File: config.mk
export PLATFORM = sky130hd
export DESIGN_NAME = mem_phase_scheduler
export DESIGN_NICKNAME = d
export VERILOG_FILES = /design/src/rtl/mem_phase_scheduler.sv
export SDC_FILE = /design/constraint.sdc
export NUM_CORES = 1
export LEC_CHECK = 0
export BUFFER_PORTS_ARGS = -buffer_cell sky130_fd_sc_hd__buf_4
export CORE_MARGIN = 2
export CORE_UTILIZATION = 45
export CTS_CLUSTER_DIAMETER = 50
export CTS_CLUSTER_SIZE = 24
export DETAILED_ROUTE_END_ITERATION = 16
export PLACE_DENSITY_LB_ADDON = 0.1
export SYNTH_ARGS = -nofsm -noshare
export SYNTH_HDL_FRONTEND = slang
export SYNTH_SLANG_ARGS = --single-unit
export TNS_END_PERCENT = 10
File: constraint.sdc
create_clock -name clk -period 4.4 [get_ports clk]
set_input_delay 0.88 -clock clk [delete_from_list [all_inputs] [get_ports clk]]
set_output_delay 0.88 -clock clk [all_outputs]
set_load 0.005 [all_outputs]
File: src/rtl/mem_phase_scheduler.sv
// Fetch/execute/data phase sequencer for a core sharing one single-ported
// instruction/data memory; gates PC and register-file updates to one commit per instruction.
module mem_phase_scheduler #(
    parameter int ADDR_W = 32,
    parameter int CNT_W  = 32
) (
    input  logic              clk,
    input  logic              rst,
    input  logic [ADDR_W-1:0] pc,
    input  logic [ADDR_W-1:0] data_addr,
    input  logic              mem_read,
    input  logic              mem_write,
    input  logic              halt_req,
    input  logic              mem_ready,
    output logic              mem_req,
    output logic              mem_we,
    output logic [ADDR_W-1:0] mem_addr,
    output logic              mem_sel_data,
    output logic              ir_load,
    output logic              commit,
    output logic              halted,
    output logic [CNT_W-1:0]  instr_count
);

    typedef enum logic [1:0] {
        S_FETCH = 2'd0,
        S_EXEC  = 2'd1,
        S_DATA  = 2'd2,
        S_HALT  = 2'd3
    } state_t;

    state_t             state_q, state_d;
    logic [CNT_W-1:0]   count_q, count_d;

    always_ff @(posedge clk) begin
        if (rst) begin
            state_q <= S_FETCH;
            count_q <= '0;
        end else begin
            state_q <= state_d;
            count_q <= count_d;
        end
    end

    // Outputs are forced low while rst is high so an in-flight access is dropped
    // and never produces ir_load or commit.
    always_comb begin
        state_d      = state_q;
        mem_req      = 1'b0;
        mem_we       = 1'b0;
        mem_addr     = '0;
        mem_sel_data = 1'b0;
        ir_load      = 1'b0;
        commit       = 1'b0;
        halted       = 1'b0;
        if (!rst) begin
            unique case (state_q)
                S_FETCH: begin
                    mem_req  = 1'b1;
                    mem_addr = pc;
                    if (mem_ready) begin
                        ir_load = 1'b1;
                        state_d = S_EXEC;
                    end
                end
                S_EXEC: begin
                    if (halt_req) begin
                        state_d = S_HALT;
                    end else if (mem_read || mem_write) begin
                        state_d = S_DATA;
                    end else begin
                        commit  = 1'b1;
                        state_d = S_FETCH;
                    end
                end
                S_DATA: begin
                    // A write takes precedence when both read and write are decoded.
                    mem_req      = 1'b1;
                    mem_we       = mem_write;
                    mem_addr     = data_addr;
                    mem_sel_data = 1'b1;
                    if (mem_ready) begin
                        commit  = 1'b1;
                        state_d = S_FETCH;
                    end
                end
                S_HALT: begin
                    halted = 1'b1;
                end
                default: begin
                    state_d = S_FETCH;
                end
            endcase
        end
    end

    always_comb begin
        count_d = count_q;
        if (commit) begin
            count_d = count_q + {{(CNT_W-1){1'b0}}, 1'b1};
        end
    end

    assign instr_count = count_q;

endmodule
==> summary.md <==
| Metric | Value |
|---|---|
| Status | `finished clean` |
| Number of port buffers | `~140` |
| Cells on worst reg2reg path | `7` |
| # hold bufs at CTS | `0` |
| Pwr dens | `205 mW/mm²` |
| Area contributors post-synth | `dfxtp_1 33%, a22o_1 14%, xor2_1 7.6%` |
| Avg Inst Size Synth | `8.27 µm²` |
| Setup TNS Final | `0 ns` |
| Worst Setup Start Kind | `primary input` |
| Leakage | `approximately 0.0015 µW` |
| WL/cell | `15.4 µm` |
| Skew final | `0.00631 ns` |
| Most used cell, CP | `buf_4` |
| Yosys cell types | `31` |
| Final core utilization | `72.8%` |
| # H-tree levels | `2` |
| Critical Path Max Stage Delay | `0.94 ns` |
| Clk slew on worst S/H paths | `0.06 ns` |
| Fin crit period | `~3.3 ns` |
| CP max stage cell | `nor2b_2` |
| CTS sink cnt | `34` |
| Crit path cell chain | `buf_4, nor2b_2, a22o_1, buf_4` |
| Drt pass-1 iters | `4` |
| Fmax | `301 MHz` |
| Initial Util | `47.1%` |
| Setup crit end kind | `output port` |
| Vias after detailed routing | `2333` |
| Die Ht | `71.8 µm` |
| Nets | `between 400 and 500` |
| Commonest non-fill, non-tap cell in the layout | `buf_4` |
| Hold Violations, Final | `0` |
| RSZ-0062 raised after global routing | `false` |
| Fraction of layout instances using a drive strength above 1 | `approximately 40%` |
| Initial antenna violation count | `0` |
| Leading cell types in the layout, fill and taps excluded | `140 x buf_4, 34 x dfxtp_1, 32 x a22o_1, 31 x nor2_1, 19 x nand4_1` |
| Resize count post-CTS | `0` |
| Gpl congestion | `0.742` |
| Synth top area share | `32.9%` |
| Postcts setup bufs | `0` |
| CTS root buf | `clkbuf_8` |
| HP Class | `reg2reg` |
| Total Wirelength | `6620 µm` |
| Syn Nets | `~330` |
| Drt drc | `0` |
| Largest net degree at the start of global routing | `40` |
| Max-slew violations | `0` |
| Maximum clock path buffer count | `2` |
| CP required | `3.52 ns` |
| CP max FO | `39` |
| Yosys warns | `0` |
| Vias in the first global route | `1995` |
| Final Power | `656 µW` |
| Slew margin rel. | `22.4%` |
| Core Region | `0.00438 mm²` |
| Vias per cell | `approximately 5.4` |
| CP arrival | `2.44 ns` |
| CTS tree | `built` |
| Min-Delay Path Depth | `2` |
| CP Class | `in2out` |
| N_diodes | `0` |
| Total CTS buffers | `5` |
| Peak VDD IR | `0.161 mV` |
| Cells after Synth | `250` |
| Syn-to-layout area delta | `54.5%` |
| Routed Antenna Nets | `0` |
| Fin Hold WS | `about 0.49 ns` |
| Syn Std Cell Area | `0.00207 mm²` |
| Row cnt | `24` |
| Synthesized flop and latch total | `34` |
| Hpwl dp | `roughly 5000 µm` |
| Tcrit/Tclk final | `75.5%` |
| Synth area leader | `dfxtp_1` |
| Die area | `just over 0.005 mm²` |
| Skew-Pair Late Insertion Delay | `0.29 ns` |
| Initial DRC count | `78` |
| IO Pins | `140` |
| Total congestion overflow | `0` |
| Finish-stage setup viols | `0` |
| Max Cap Viol | `0` |
| GR Util All Layers | `24.3%` |
| First-pass GRT wire length | `9950 µm` |
| Die span in x | `71.8 µm` |
| Sequential-to-total area share from yosys stat | `32.9%` |
| Worst-Margin Slew | `1.16 ns` |
Yosys cell counts:
library cell	n
o21ai_4	1
clkbuf_1	11
nor2_1	31
nand4b_1	1
xor2_1	18
nand3_2	1
a22o_1	32
and2_1	7
o21a_1	1
mux2i_1	1
nor2b_1	3
inv_1	5
buf_1	2
a311oi_1	1
and4_1	6
nor3_1	1
ha_1	5
nand3_1	9
xnor2_1	7
and3_1	9
nand3b_1	1
nor4_2	1
o21ai_0	7
buf_2	5
dfxtp_1	34
nand4_1	19
a21oi_1	8
nand2_1	12
or3_4	1
nor4_1	4
or3_1	6
metrics by stage:
stage / setup WS (ns) / instances / instance area, µm²
after global placement: 1.07 / 424 / 3110
after global routing: 0.869 / 431 / 3190
final: 1.08 / 431 / 3190
after detailed placement: 1.07 / 424 / 3110
after floorplan: 1.85 / 250 / 2070
after CTS: 1.08 / 431 / 3190
report_power, final:
part | total [µW] | switching [µW] | internal [µW]
clock | 216 | 110 | 106
combinational | 129 | 46.8 | 82.2
sequential | 311 | 1.90 | 309
cells by family (layout without fill, tap and decap cells):
logic type               count (synthesis)  in the layout  synth area share (%)
AND/OR/NAND/NOR                        112            112                  29.7
AO/OA/AOI/OAI                           50             50                  18.8
adder cells (fa/ha/maj)                  5              5                  3.03
flip-flops                              34             34                  32.9
XOR/XNOR                                25             25                  10.6
buffers and inverters                   23            152                  4.48
multiplexers                             1              1                 0.484
layout make-up:
class	instances	area [µm²]
Multi-Input combinational cell	193	1300
Fill cell	351	1190
Timing Repair Buffer	140	1050
Sequential cell	34	681
Clock buffer	5	68.8
Tap cell	52	65.1
Inverter	5	18.8
Clock inverter	2	10.0
worst max-delay path: cells and delay by family:
family / cells / cell delay (ns)
compound gates: 1 / 0.26
buf+inv: 2 / 0.36
simple gates: 1 / 0.94
per-layer routing:
| layer | global-route usage (%) | wire, µm | up-vias |
|---|---|---|---|
| met4 | 6.92 | 49 | 0 |
| met2 | 40.6 | 3420 | 78 |
| met1 | 31.7 | 2680 | 1078 |
| met3 | 4.78 | 470 | 6 |
| met5 | 0 | 0 | - |
| li1 | - | - | 1171 |
state kept, by name, indices dropped and copies added, names as in the netlist:
register and cells:
state_q 2, instr_count 32
path summary, 6_finish.rpt:
| path | from | to | slack [ns] |
|---|---|---|---|
| worst min-delay path | instr_count[1] | instr_count[1] | 0.49 |
| worst max-delay path | rst | mem_addr[19] | 1.08 |
| worst min register to register | instr_count[1] | instr_count[1] | 0.49 |
| worst max register to register | state_q[0] | instr_count[26] | 1.95 |
No activity file was read; power rests on OpenSTA's default activity.
